<file path="src/rtl/lb_byte_master.sv">
// Byte-stream local-bus initiator: decodes write (A5) and read (5A) command frames,
// issues single-cycle bus strobes and returns ACK/NAK or read data on the response stream.
module lb_byte_master #(
  parameter int unsigned ADDR_W  = 8,
  parameter int unsigned DATA_W  = 32,
  parameter int unsigned TIMEOUT = 1023
) (
  input  logic              lb_clk,
  input  logic              rst,
  input  logic [7:0]        rx_data,
  input  logic              rx_valid,
  output logic              rx_ready,
  output logic [7:0]        tx_data,
  output logic              tx_valid,
  input  logic              tx_ready,
  output logic [ADDR_W-1:0] lb_addr,
  output logic [DATA_W-1:0] lb_wdata,
  output logic              lb_we,
  output logic              lb_re,
  input  logic [DATA_W-1:0] lb_rdata,
  output logic              busy
);

  localparam int unsigned NB    = DATA_W / 8;
  localparam int unsigned CNT_W = (NB > 1) ? $clog2(NB) : 1;
  localparam int unsigned TMO_W = $clog2(TIMEOUT + 1);

  localparam logic [7:0] CMD_WR = 8'hA5;
  localparam logic [7:0] CMD_RD = 8'h5A;
  localparam logic [7:0] ACK    = 8'h06;
  localparam logic [7:0] NAK    = 8'h15;

  typedef enum logic [2:0] {
    ST_IDLE,
    ST_ADDR,
    ST_WDATA,
    ST_BUS_WR,
    ST_BUS_RD,
    ST_RESP
  } state_t;

  state_t              state, state_d;
  logic                is_wr, is_wr_d;
  logic                resp_rd, resp_rd_d;
  logic [ADDR_W-1:0]   addr, addr_d;
  logic [DATA_W-1:0]   wdata, wdata_d;
  logic [DATA_W-1:0]   rdata, rdata_d;
  logic [CNT_W-1:0]    cnt, cnt_d;
  logic [TMO_W-1:0]    tmo, tmo_d;

  logic                rx_ready_d, tx_valid_d, lb_we_d, lb_re_d, busy_d;
  logic [7:0]          tx_data_d;
  logic [ADDR_W-1:0]   lb_addr_d;
  logic [DATA_W-1:0]   lb_wdata_d;

  logic                rx_acc;
  logic                tx_hs;
  logic                resp_last;

  assign rx_acc    = rx_valid & rx_ready;
  assign tx_hs     = tx_valid & tx_ready;
  assign resp_last = !resp_rd || (cnt == CNT_W'(NB - 1));

  // Next-state, datapath and output decode; outputs are registered from the next state.
  always_comb begin
    state_d   = state;
    is_wr_d   = is_wr;
    resp_rd_d = resp_rd;
    addr_d    = addr;
    wdata_d   = wdata;
    rdata_d   = rdata;
    cnt_d     = cnt;
    tmo_d     = tmo;

    unique case (state)
      ST_IDLE: begin
        if (rx_acc) begin
          tmo_d = '0;
          if (rx_data == CMD_WR) begin
            is_wr_d = 1'b1;
            state_d = ST_ADDR;
          end else if (rx_data == CMD_RD) begin
            is_wr_d = 1'b0;
            state_d = ST_ADDR;
          end else begin
            resp_rd_d = 1'b0;
            rdata_d   = DATA_W'(NAK);
            state_d   = ST_RESP;
          end
        end
      end
      ST_ADDR: begin
        if (rx_acc) begin
          tmo_d   = '0;
          addr_d  = ADDR_W'(rx_data);
          wdata_d = '0;
          cnt_d   = '0;
          state_d = is_wr ? ST_WDATA : ST_BUS_RD;
        end else begin
          tmo_d = tmo + TMO_W'(1);
          if (tmo_d == TMO_W'(TIMEOUT)) state_d = ST_IDLE;
        end
      end
      ST_WDATA: begin
        if (rx_acc) begin
          tmo_d   = '0;
          wdata_d = wdata | (DATA_W'(rx_data) << {cnt, 3'b000});
          cnt_d   = cnt + CNT_W'(1);
          if (cnt == CNT_W'(NB - 1)) state_d = ST_BUS_WR;
        end else begin
          tmo_d = tmo + TMO_W'(1);
          if (tmo_d == TMO_W'(TIMEOUT)) state_d = ST_IDLE;
        end
      end
      ST_BUS_WR: begin
        resp_rd_d = 1'b0;
        rdata_d   = DATA_W'(ACK);
        state_d   = ST_RESP;
      end
      ST_BUS_RD: begin
        resp_rd_d = 1'b1;
        rdata_d   = lb_rdata;
        cnt_d     = '0;
        state_d   = ST_RESP;
      end
      ST_RESP: begin
        if (tx_hs) begin
          if (resp_last) begin
            state_d = ST_IDLE;
          end else begin
            rdata_d = rdata >> 8;
            cnt_d   = cnt + CNT_W'(1);
          end
        end
      end
      default: state_d = ST_IDLE;
    endcase

    rx_ready_d = (state_d == ST_IDLE) || (state_d == ST_ADDR) || (state_d == ST_WDATA);
    busy_d     = (state_d != ST_IDLE);
    lb_we_d    = (state_d == ST_BUS_WR);
    lb_re_d    = (state_d == ST_BUS_RD);
    lb_addr_d  = (lb_we_d || lb_re_d) ? addr_d : '0;
    lb_wdata_d = lb_we_d ? wdata_d : '0;
    tx_valid_d = (state_d == ST_RESP);
    tx_data_d  = tx_valid_d ? rdata_d[7:0] : 8'h00;
  end

  always_ff @(posedge lb_clk) begin
    if (rst) begin
      state    <= ST_IDLE;
      is_wr    <= 1'b0;
      resp_rd  <= 1'b0;
      addr     <= '0;
      wdata    <= '0;
      rdata    <= '0;
      cnt      <= '0;
      tmo      <= '0;
      rx_ready <= 1'b0;
      tx_valid <= 1'b0;
      tx_data  <= 8'h00;
      lb_we    <= 1'b0;
      lb_re    <= 1'b0;
      lb_addr  <= '0;
      lb_wdata <= '0;
      busy     <= 1'b0;
    end else begin
      state    <= state_d;
      is_wr    <= is_wr_d;
      resp_rd  <= resp_rd_d;
      addr     <= addr_d;
      wdata    <= wdata_d;
      rdata    <= rdata_d;
      cnt      <= cnt_d;
      tmo      <= tmo_d;
      rx_ready <= rx_ready_d;
      tx_valid <= tx_valid_d;
      tx_data  <= tx_data_d;
      lb_we    <= lb_we_d;
      lb_re    <= lb_re_d;
      lb_addr  <= lb_addr_d;
      lb_wdata <= lb_wdata_d;
      busy     <= busy_d;
    end
  end

endmodule
</file>
<file path="config.mk">
export PLATFORM = sky130hd
export DESIGN_NAME = lb_byte_master
export DESIGN_NICKNAME = d
export VERILOG_FILES = /design/src/rtl/lb_byte_master.sv
export SDC_FILE = /design/constraint.sdc
export NUM_CORES = 1
export LEC_CHECK = 0
export ABC_AREA = 1
export CAP_MARGIN = 10
export CORE_AREA = 3 3 127 129
export DETAILED_ROUTE_END_ITERATION = 12
export DIE_AREA = 0 0 130 132
export GPL_TIMING_DRIVEN = 0
export SLEW_MARGIN = 20
export SYNTH_ARGS = -nofsm -noshare
export SYNTH_HDL_FRONTEND = slang
export SYNTH_SLANG_ARGS = --single-unit
</file>
<file path="constraint.sdc">
create_clock -name lb_clk -period 1.9 [get_ports lb_clk]
set_input_delay 0.38 -clock lb_clk [delete_from_list [all_inputs] [get_ports lb_clk]]
set_output_delay 0.38 -clock lb_clk [all_outputs]
set_load 0.1 [all_outputs]
</file>
After elaboration in Yosys (flattened, before gate mapping)
Index checks and enable logic that the tools add are counted.

Register bits after elaboration: 142. Input port bits: 44. Output and inout bits: 53. Logic and storage cells: 106.

$add $sub $neg: 2. Eq/ne operators: 21. Shift operators: 1. Muxes and demuxes: 36. Bitwise operators: 6. Reductions and logical operators: 23.

Operators by type and width (number): 32-bit 2-to-1 mux (7); 32-bit case mux with 4 select lines (1); 32-bit case mux with 2 select lines (1); 32-bit bitwise OR (1); 8-bit by 5-bit << shifter with 32-bit output (1); 3-bit 2-to-1 mux (10); 10-bit 2-to-1 mux (2); 10-bit case mux with 2 select lines (1); 8-bit 2-to-1 mux (2); 3-bit case mux with 5 select lines (1); 2-bit != test (second input constant) (7); 3-bit by 2-bit equality test with 1-bit output (second input constant) (4); 3-bit equality test (second input constant) (4); 10-bit by 1-bit adder with 10-bit output (second input constant) (1); 10-bit equality test (second input constant) (1); 2-bit OR reduction (5); 8-bit by 7-bit equality test with 1-bit output (second input constant) (1); 8-bit equality test (second input constant) (1); 2-bit 2-to-1 mux (4); 2-bit case mux with 4 select lines (1); 4-bit nonzero test (2); 3-bit by 1-bit equality test with 1-bit output (second input constant) (2); 3-bit logical NOT (2); 6-bit AND reduction (1); other kinds (14) (26).

Logic depth before layout (Yosys ltp)
Gate-level depths: netlist of run 1.

Depth after elaboration: 9. Mapped depth: 14.

Worst setup path before layout of run 1
Ideal clock, no wire load.

Path type: register to register. From: register rx_ready. To: register rdata[22]. Library setup time: 132 ps. Arrival: 2154 ps. Data required time: 1768 ps. Slack: -386 ps. Stages on the path, launching flop included: 10. Buffers on the path: 2. Period minus slack after synthesis: 2286 ps. Path through: dfxtp_1 > nand2_1 > inv_2 > nand2_1 > o21ai_1 > nand2_1 > buf_4 > buf_6 > nand2_1 > a21oi_1.

Cells in the longest elaborated chain, start to end: 3.

Ends and longest elaborated chain: from (decl) (RTL line 12) `output logic rx_ready,`; from (signal assigned) (RTL line 176) `rx_ready <= rx_ready_d;`; 1-bit bitwise AND (RTL line 60) `assign rx_acc = rx_valid & rx_ready;`; 2-bit != test (no line); 6-bit AND reduction (no line); to (signal assigned) (RTL line 173) `rdata <= rdata_d;`; to (decl) (RTL line 47) `logic [DATA_W-1:0] rdata, rdata_d;`.

No other way between the ends. A chain may end at the register's enable or synchronous reset.

Worst setup path after layout of run 1
From: register state[0]. To: register lb_addr[6].

Cells in the longest elaborated chain, start to end: 7. Elaborated cells on any way between the ends: 21. Classes of those cells: eq/ne (7); mux (9); bitwise (1); reduce/logical (4).

Ends and longest elaborated chain: from (decl) (RTL line 42) `state_t state, state_d;`; from (signal assigned) (RTL line 168) `state <= state_d;`; 3-bit equality test, or another cell as far along (RTL line 75) `unique case (state)`; 2-bit OR reduction (no line), or another cell as far along; 3-bit case mux with 5 select lines (RTL line 75); 3-bit by 2-bit equality test with 1-bit output or 3-bit equality test (tied branches) (RTL line 141, 142); 1-bit logical OR (RTL line 143) `lb_addr_d = (lb_we_d || lb_re_d) ? addr_d : '0;`; 1-bit inverter (no line); 2-bit OR reduction (no line); to (signal assigned) (RTL line 181) `lb_addr <= lb_addr_d;`; to (decl) (RTL line 16) `output logic [ADDR_W-1:0] lb_addr,`.

Several ways; a longest one is shown, not always the timed one.

==> impl_metrics.csv, run 1 <==
group,metric,value,unit
run_status,outcome,"finished clean",
global_route,track_usage,16.96,%
logic_synthesis,yosys.area_share.adder,0.7193,%
die,core.rowCount,45,
critical_path,crit_family,"simple AND/OR/NAND/NOR gates",
run,drv_cap,0,
critical_path,r2r-end,"lb_addr[6]$_SDFF_PP0_",
sta,setup-violations-final,0,
sta,whs,0.4636,ns
logic_synthesis,yosys.area_share.simple,22.46,%
logic_synthesis,ys_seq_area_share,54.47,%
cts,htreeDepth,4,
cts,clk_pin_slew_worst_paths,0.06,ns
sta,worst-slew-pin-transition,0.7002,ns
logic_synthesis,synth_cells,628,
sta,fin_worst_skew,0.008551,ns
sta,fmaxAchievable,0.5556,GHz
logic_synthesis,synth_top_family_by_area,"simple AND/OR/NAND/NOR gates",
logic_synthesis,synth.area.top_cells,"dfxtp_1, nor2_1, nand2_1",
logic_synthesis,synth_seq_cells,142,
critical_path,cp_num_buf_inv,3,
logic_synthesis,synth_compound_area_share,16.52,%
cts,max-clock-path-buffers,2,
drt,drc,0,
logic_synthesis,yosysTopAreaCell,"dfxtp_1",
drt,viasPerCell,4.985,
cts,clkLatencyLatePin,0.42,ns
cts,root_buffer,"clkbuf_16",
critical_path,rrSetupSlack,0.10,ns
pwr,powerDensity,1229,nW/um^2
sta,maxSlewViolCount,0,
logic_synthesis,post-synth-top-area-fraction,54.47,%
cells_and_area,stdcell_count,945,
place,place_congestion,0.8436,
cells_and_area,syn_to_final_growth,38.43,%
critical_path,critPathLaunchType,"flip-flop",
logic_synthesis,synthMuxAreaShare,0,%
global_route,grt_max_degree,17,
sta,period_share,94.73,%
die,io_pins,97,
global_route,antenna_found_initial,0,
sta,finalSetupTns,0,ns
global_route,grt_pass1_wl,23250,um
cells_and_area,nets,793,
drt,wl_per_cell,15.30,um
cells_and_area,drive_above_1_share,20.34,%
cells_and_area,stdcell_area,7224,sq um
die,core_region_area,15150,sq um
die,die_x,130,um
hold_path,min_to,"resp_rd$_SDFFE_PP0P_",
cts,cts_tree,"done",
logic_synthesis,syn_nets,675,
critical_path,worst_ep_required_time,2.23,ns
die,design.die.area,17160,sq um
place,portBuffers,95,
cells_and_area,nFillCells,1410,
sta,rsz0062_at_grt,"true",
logic_synthesis,synthFlopType,"dfxtp_1",
sta,relSlewSlack,53.15,%
drt,route.vias.total,4711,
critical_path,r2r-start,"state[0]$_SDFF_PP0_",
sta,finalHoldViolations,0,
critical_path,critPathSlowestCell,"dfxtp_1",
pwr,p_leak,2.625,nW
logic_synthesis,async_reset_ff_share,0,%
place,dpl_cell_area,6407,sq um
drt,wirelength,14460,um
critical_path,critPathMaxStageDelay,0.38,ns
cts,cts_buffers,17,
sta,fin_ws,0.1000,ns
place,place_inst,911,
critical_path,critPathCaptureType,"flip-flop",
place,dp.final_hpwl,10280,um
place,dpl_worst_slack,-0.4676,ns
logic_synthesis,synth_xor_area_share,0.1678,%
critical_path,worst-setup-path-type,"flip-flop to flip-flop",
cts,cts_hold_buf,0,
hold_path,whs_path_depth,2,
critical_path,r2r_cells,10,
logic_synthesis,synth_area,5219,sq um
global_route,overflow,0,
critical_path,crit_fanout,9,
drt,drt_pass1_iterations,5,
critical_path,cp.arrival,2.13,ns
die,initial_core_util,34.46,%
pwr,irDropWorstVdd,0.0006388,V
drt,drtAntennaViolNets,0,
sta,period_needed,1.800,ns
critical_path,path_cells,"inv_1 -> nor2_1 -> nand2_1 -> nand2_1 -> inv_2 -> nor2_8 -> inv_2 -> o21ai_2 -> nand3_2 -> a21oi_1",
hold_path,worstHoldPathType,"flip-flop to flip-flop",
hold_path,min_from,"resp_rd$_SDFFE_PP0P_",
pwr,report.power.total,8.882,mW
global_route,grt_pass1_vias,4651,
cells_and_area,utilization,47.70,%
logic_synthesis,synth-edff-count,0,
cts,clock-sinks,142,
cells_and_area,diodes,0,
logic_synthesis,avgSynthCellArea,8.310,sq um
drt,dr.first_iter.drc_count,404,
logic_synthesis,synth_cell_types,34,
die,fp.dieH,132,um
logic_synthesis,ys_warn_count,0,
-- area by class of cell --
cell class / instances / area [sq um] / share of cell area (%)
multi-input cells: 412 / 2212 / 30.62
clock buffers: 18 / 439.2 / 6.079
plain buffers: 29 / 127.6 / 1.767
clock inverters: 12 / 136.4 / 1.888
repair buffers: 99 / 1047 / 14.50
well taps: 188 / 235.2 / 3.256
inverters: 45 / 171.4 / 2.373
flip-flops and latches: 142 / 2855 / 39.52
-- cell usage after synthesis, drive strengths merged (2+ instances only) --
| cell type | count |
|---|---|
| a211oi | 5 |
| a21oi | 52 |
| a22oi | 23 |
| a32o | 6 |
| a32oi | 25 |
| buf | 7 |
| clkbuf | 22 |
| dfxtp | 142 |
| ha | 3 |
| inv | 44 |
| nand2 | 114 |
| nand3 | 16 |
| nand3b | 2 |
| nand4 | 3 |
| nor2 | 129 |
| nor3 | 10 |
| nor4 | 2 |
| o21ai | 17 |
| or2 | 2 |
-- timing repair --
| action | CTS | global route |
|---|---|---|
| resized for setup | 164 | 35 |
| pin swaps | 1 | 2 |
| buffers inserted | 1 | 3 |
| endpoints found under the setup margin | 100 | 107 |
-- cell families after synthesis --
| group | Yosys count |
|---|---|
| and+or+nand+nor | 278 |
| DFF | 142 |
| AOI/OAI and AO/OA | 130 |
| buffers and inverters | 74 |
| adders and majority gates | 3 |
| xor gates and xnor gates | 1 |
-- flip-flops by register name, summed over array words and instances, names as in the netlist --
name,count
rx_ready,1
state,3
tmo,10
wdata,32
addr,8
is_wr,1
busy,1
tx_data,8
tx_valid,1
resp_rd,1
lb_we,1
lb_addr,8
rdata,32
lb_wdata,32
lb_re,1
cnt,2
-- how the worst max path moves through the flow --
stage,depth (start not counted),from,to,slack (ns)
2_1_floorplan,9,rx_ready$_SDFF_PP0_,rdata[22]$_SDFFE_PP0P_,0.0009
3_3_place_gp,10,tx_ready,rdata[31]$_SDFFE_PP0P_,-0.46
3_5_place_dp,10,tx_ready,rdata[30]$_SDFFE_PP0P_,-0.47
4_1_cts,12,tmo[0]$_SDFFE_PP0P_,busy$_SDFF_PP0_,0.003
5_1_grt,10,state[0]$_SDFF_PP0_,lb_addr[7]$_SDFF_PP0_,-0.07
6_report,10,state[0]$_SDFF_PP0_,lb_addr[6]$_SDFF_PP0_,0.10
-- where the power goes --
group          switching (mW)  leakage, nW  internal (mW)  total (mW)
clock                    1.30        0.275           1.96        3.26
combinational            1.57         1.20          0.671        2.24
sequential              0.145         1.15           3.23        3.38
-- worst register-to-register path, cell delays in order, from the launching register on --
cell	delay, ns
dfxtp_1	0.38
inv_1	0.08
nor2_1	0.12
nand2_1	0.15
nand2_1	0.14
inv_2	0.09
nor2_8	0.17
inv_2	0.09
o21ai_2	0.08
nand3_2	0.20
a21oi_1	0.22
-- routing by layer --
layer	wire [um]	up-vias	track usage (%)
met3	723	23	4.538
li1	-	2335	-
met5	0	-	0
met4	278	0	5.889
met2	7049	139	26.88
met1	6405	2214	22.26
-- cell usage in the layout (no fill, tap or decap), types with 17 or more instances in the layout --
master / instances
clkbuf_16: 17
nor2_1: 117
a32oi_1: 25
dfxtp_1: 134
a22oi_1: 20
clkdlybuf4s50_1: 42
clkbuf_1: 21
nand2_1: 110
clkdlybuf4s15_2: 53
a21oi_1: 51
inv_1: 32
No activity file was read; power rests on OpenSTA's default activity.
==> run 2, diff against run 1 <==
==> constraint.sdc (replaced) <==
create_clock -name lb_clk -period 2.1 [get_ports lb_clk]
set_input_delay 0.42 -clock lb_clk [delete_from_list [all_inputs] [get_ports lb_clk]]
set_output_delay 0.42 -clock lb_clk [all_outputs]
set_load 0.1 [all_outputs]
==> run 2 against run 1 <==
Net effect:
- cell area decreased by 3.8%
- sequential power decreased by 10%
- clock-buffer cell count unchanged
- first-iteration DRC count increased by 12%
- clock power decreased by 9.5%
- wire length decreased by 2.1%
- register-to-register slack improved by 0.02 ns
- utilization decreased by 1.8 points
- clock skew decreased by 0.00084 ns
- hold slack improved by 0.00076 ns
- critical path type is now flip-flop to primary output
==> impl_metrics.csv, run 2 (synthesis gave the netlist of run 1 again) <==
group,metric,value,unit
run_status,outcome,"finished clean",
sta,rsz0062_at_grt,"true",
cells_and_area,nFillCells,1456,
global_route,overflow,0,
drt,viasPerCell,4.974,
cts,cts_tree,"done",
critical_path,critPathCaptureType,"primary output",
cts,clkLatencyLatePin,0.42,ns
cts,root_buffer,"clkbuf_16",
sta,period_needed,2.038,ns
sta,worst-slew-pin-transition,0.9814,ns
critical_path,critPathSlowestCell,"dlygate4sd2_1",
cells_and_area,multi_input_area,2111,sq um
critical_path,path_cells,"dlygate4sd2_1",
cts,cts_buffers,17,
pwr,p_sw,2.674,mW
cts,clk_pin_slew_worst_paths,0.06,ns
die,core.rowCount,45,
cells_and_area,diodes,0,
global_route,antenna_found_initial,0,
die,fp.dieH,132,um
cells_and_area,syn_to_final_growth,33.13,%
sta,fmaxAchievable,0.4907,GHz
pwr,swShare,33.77,%
critical_path,crit_fanout,3,
sta,maxSlewViolCount,0,
drt,dr.first_iter.drc_count,454,
hold_path,worstHoldPathType,"flip-flop to flip-flop",
place,portBuffers,95,
pwr,power_frac_clock,37.3,%
cells_and_area,reg.largest.list,"lb_wdata: 32 flops, rdata: 32 flops, wdata: 32 flops",
cts,htreeDepth,4,
place,dpl_worst_slack,-0.3076,ns
drt,drc,0,
global_route,grt_pass1_vias,4641,
critical_path,critPathMaxStageDelay,0.86,ns
pwr,p_leak,2.827,nW
pwr,report.power.total,7.920,mW
sta,period_share,97.04,%
pwr,powerDensity,1140,nW/um^2
pwr,intPower,5.246,mW
sta,finalHoldViolations,0,
pwr,comb_power_share,24.4,%
critical_path,critPathLaunchType,"flip-flop",
critical_path,crit_family,"buffers and inverters",
global_route,grt_pass1_wl,23160,um
critical_path,worst-setup-path-type,"flip-flop to primary output",
die,design.die.area,17160,sq um
run,drv_cap,0,
die,initial_core_util,34.46,%
sta,fin_worst_skew,0.007715,ns
drt,drt_pass1_iterations,5,
cts,max-clock-path-buffers,2,
cts,clock-sinks,142,
sta,relSlewSlack,34.83,%
drt,route.vias.total,4681,
critical_path,cp.arrival,1.62,ns
cells_and_area,final_cell_mix,"dfxtp_1, nor2_1, nand2_1, dlygate4sd2_1, a21oi_1",
cells_and_area,nets,789,
cells_and_area,ff_latch_area,2846,sq um
die,core_region_area,15150,sq um
cells_and_area,drive_above_1_share,9.695,%
sta,whs,0.4644,ns
sta,fin_ws,0.06216,ns
drt,drtAntennaViolNets,0,
die,die_x,130,um
pwr,irDropWorstVdd,0.0005769,V
die,io_pins,97,
sta,finalSetupTns,0,ns
sta,setup-violations-final,0,
pwr,power_frac_seq,38.4,%
drt,wirelength,14150,um
global_route,track_usage,16.87,%
critical_path,cp_num_buf_inv,1,
cells_and_area,layout_commonest_cell,"dfxtp_1",
place,place_congestion,0.8436,
critical_path,worst_ep_required_time,1.68,ns
drt,wl_per_cell,15.04,um
critical_path,rrSetupSlack,0.12,ns
place,dp.final_hpwl,10280,um
global_route,grt_max_degree,17,
[run 2: cell types whose count changed in the layout (fill, tap and decap cells not counted), sizes merged]
cell | previous run | this run
dlygate4sd2 | 0 | 53
clkdlybuf4s15 | 53 | 0
buf | 11 | 7
[run 2: repair_timing]
item | in CTS | in global routing
hold buffers | 0 | 0
buffers inserted | 0 | 0
endpoints found under the hold margin | 0 | 0
resized for setup | 54 | 7
endpoints found under the setup margin | 66 | 30
[run 2: final timing paths]
path                                      startpoint              endpoint  cells past startpoint
worst min register to register  resp_rd$_SDFFE_PP0P_  resp_rd$_SDFFE_PP0P_                      2
worst max-delay path             tx_valid$_SDFF_PP0_              tx_valid                      1
worst max register to register   tmo[0]$_SDFFE_PP0P_       busy$_SDFF_PP0_                     12
worst min-delay path            resp_rd$_SDFFE_PP0P_  resp_rd$_SDFFE_PP0P_                      2
[run 2: area by class of cell]
cell class | count | area share (%)
timing repair buffer | 95 | 12.73
tap | 188 | 3.386
clock buffer | 18 | 6.321
buffer | 29 | 1.819
inverter | 45 | 2.431
multi-input combinational | 412 | 30.38
sequential | 142 | 40.97
clock inverter | 12 | 1.963
[run 2: through the flow]
stage,utilization [%],cells,cell area (sq um)
after CTS,45.68,941,6919
after global placement,42.30,911,6407
after floorplan,-,628,5221
after global routing,45.87,941,6948
after detailed placement,42.30,911,6407
final,45.87,941,6948
[run 2: power groups by stage]
stage	Combinational (mW)	Sequential, mW	Clock, mW
global route	2.13	3.06	3.11
CTS	1.92	3.04	3.00
global placement	1.90	3.09	0
finish	1.93	3.04	2.95
floorplan	1.11	3.38	0
detailed placement	1.94	3.09	0
[run 2: per-layer routing]
metal	vias to the layer above	wire, um	GRT usage [%]
met1	2179	6279	22.26
met4	0	253	5.889
met3	23	730	4.457
met2	146	6886	26.65
met5	-	0	0
li1	2333	-	-
==> run 3, diff against run 2 <==
--- a/config.mk
+++ b/config.mk
@@ -6,10 +6,9 @@
 export NUM_CORES = 1
 export LEC_CHECK = 0
 export ABC_AREA = 1
-export CAP_MARGIN = 10
-export CORE_AREA = 3 3 127 129
+export CORE_AREA = 2 2 126 128
 export DETAILED_ROUTE_END_ITERATION = 12
-export DIE_AREA = 0 0 130 132
+export DIE_AREA = 0 0 128 130
 export GPL_TIMING_DRIVEN = 0
 export SLEW_MARGIN = 20
 export SYNTH_ARGS = -nofsm -noshare
==> run 3 against run 2 <==
Net effect:
- setup slack lost 0.0025 ns
- critical path depth is the same
- critical endpoint unchanged
- combinational power barely moved
- wire length decreased by 1.0%
- power fell by 2.0%
- maximum frequency shrank 0.12%
==> impl_metrics.csv, run 3 (synthesis gave the netlist of run 1 again) <==
group,metric,value,unit
run_status,outcome,"finished clean",
drt,drc,0,
place,portBuffers,95,
place,dp.final_hpwl,10150,um
cts,cts_setup_buffers,0,
cells_and_area,drive_above_1_share,9.404,%
run,drv_cap,0,
global_route,grt_max_degree,17,
sta,period_needed,2.040,ns
die,initial_core_util,33.83,%
cts,htreeDepth,4,
cts,cts_tree,"done",
sta,setup-violations-final,0,
cts,root_buffer,"clkbuf_16",
cts,clk_pin_slew_worst_paths,0.06,ns
critical_path,critPathCaptureType,"primary output",
cells_and_area,diodes,0,
sta,period_share,97.16,%
drt,dr.first_iter.drc_count,362,
cells_and_area,reg.largest.list,"lb_wdata: 32 flops, rdata: 32 flops, wdata: 32 flops",
drt,drt_pass1_iterations,5,
die,io_pins,97,
cells_and_area,final_cell_mix,"dfxtp_1, nor2_1, nand2_1, dlygate4sd2_1, a21oi_1",
pwr,p_leak,2.807,nW
hold_path,min_from,"rdata[10]$_SDFFE_PP0P_",
cts,max-clock-path-buffers,2,
global_route,overflow,0,
critical_path,worst_ep_required_time,1.68,ns
critical_path,crit_path_start,"tx_valid$_SDFF_PP0_",
place,dpl_cell_area,6412,sq um
critical_path,critPathSlowestCell,"dlygate4sd2_1",
cts,clock-sinks,142,
critical_path,r2r_cells,11,
global_route,antenna_found_initial,0,
cts,cts_buffers,17,
drt,met2_length,6784,um
drt,wl_met1,6198,um
critical_path,path_cells,"dlygate4sd2_1",
die,design.die.area,16640,sq um
place,place_congestion,0.8634,
cells_and_area,syn_to_final_growth,32.56,%
critical_path,critPathLaunchType,"flip-flop",
cells_and_area,nets,789,
drt,drtAntennaViolNets,0,
die,fp.dieH,130,um
sta,maxSlewViolCount,0,
pwr,irDropWorstVdd,0.0006061,V
drt,wl_per_cell,14.79,um
cells_and_area,stdcell_area,6918,sq um
critical_path,worst-setup-path-type,"flip-flop to primary output",
critical_path,crit_fanout,3,
critical_path,critPathMaxStageDelay,0.85,ns
die,core.rowCount,46,
sta,relSlewSlack,35.38,%
drt,wirelength,14010,um
critical_path,crit_end,"tx_valid",
critical_path,cp_num_buf_inv,1,
cells_and_area,nFillCells,1537,
hold_path,worstHoldPathType,"flip-flop to flip-flop",
sta,rsz0062_at_grt,"true",
pwr,powerDensity,1122,nW/um^2
sta,finalSetupTns,0,ns
critical_path,r2r-end,"rdata[31]$_SDFFE_PP0P_",
global_route,track_usage,17.23,%
global_route,grt_pass1_wl,22500,um
drt,viasPerCell,4.968,
cells_and_area,layout_commonest_cell,"dfxtp_1",
sta,worst-slew-pin-transition,0.9731,ns
drt,route.vias.total,4705,
critical_path,rrSetupSlack,0.19,ns
critical_path,crit_family,"buffers and inverters",
cts,clkLatencyLatePin,0.42,ns
global_route,grt_pass1_vias,4696,
die,core_region_area,15420,sq um
sta,fin_worst_skew,0.005717,ns
sta,finalHoldViolations,0,
critical_path,r2r-start,"cnt[0]$_SDFFE_PP0P_",
die,die_x,128,um
critical_path,cp.depth,1,
sta,fmaxAchievable,0.4901,GHz
drt,dr.max_layer_used,"met4",
critical_path,cp.arrival,1.62,ns
drt,wl_met3,694,um
==> run 3: worst min-delay path by stage <==
stage / cells after the start / end
CTS: 2 / rdata[23]$_SDFFE_PP0P_
floorplan: 2 / resp_rd$_SDFFE_PP0P_
finish: 2 / rdata[10]$_SDFFE_PP0P_
global route: 2 / rdata[17]$_SDFFE_PP0P_
global placement: 2 / rdata[8]$_SDFFE_PP0P_
detailed placement: 2 / rdata[19]$_SDFFE_PP0P_
==> run 3: area by class of cell <==
type                    count  area (sq um)  area share, %
plain buffers              29         126.4          1.827
clock buffers              19         432.9          6.258
clock inverters            13         117.6          1.700
inverters                  45         168.9          2.442
multi-input cells         412          2101          30.37
flip-flops and latches    142          2846          41.15
well taps                 192         240.2          3.473
repair buffers             95         884.6          12.79
==> run 3: what timing repair did <==
action	4_1_cts	5_1_grt
hold buffers	0	0
endpoints found under the setup margin	79	30
resized for setup	54	5
==> run 3: report_power, final <==
part / switching [mW] / leakage [nW] / internal, mW
clock network: 1.16 / 0.256 / 1.63
logic: 1.38 / 1.40 / 0.549
registers: 0.120 / 1.15 / 2.92
==> run 3: per-layer routing <==
layer	GRT usage, %	vias to the layer above
met5	0	-
met4	7.692	0
met3	4.633	29
met2	28.47	135
met1	21.22	2202
li1	-	2339
==> run 3: per-stage QoR <==
stage | utilization (%) | hold WS (ns) | worst slack (ns) | total power, mW | instances
finish | 44.85 | 0.4636 | 0.05969 | 7.763 | 947
global route | 44.85 | 0.4780 | -0.06099 | 8.126 | 947
CTS | 44.73 | 0.4637 | 0.03959 | 7.779 | 947
detailed placement | 41.57 | 0.4537 | -0.3626 | 5.032 | 915
global placement | 41.57 | 0.4482 | -0.3064 | 4.983 | 915
floorplan | - | 0.4389 | 0.2009 | 4.488 | 628
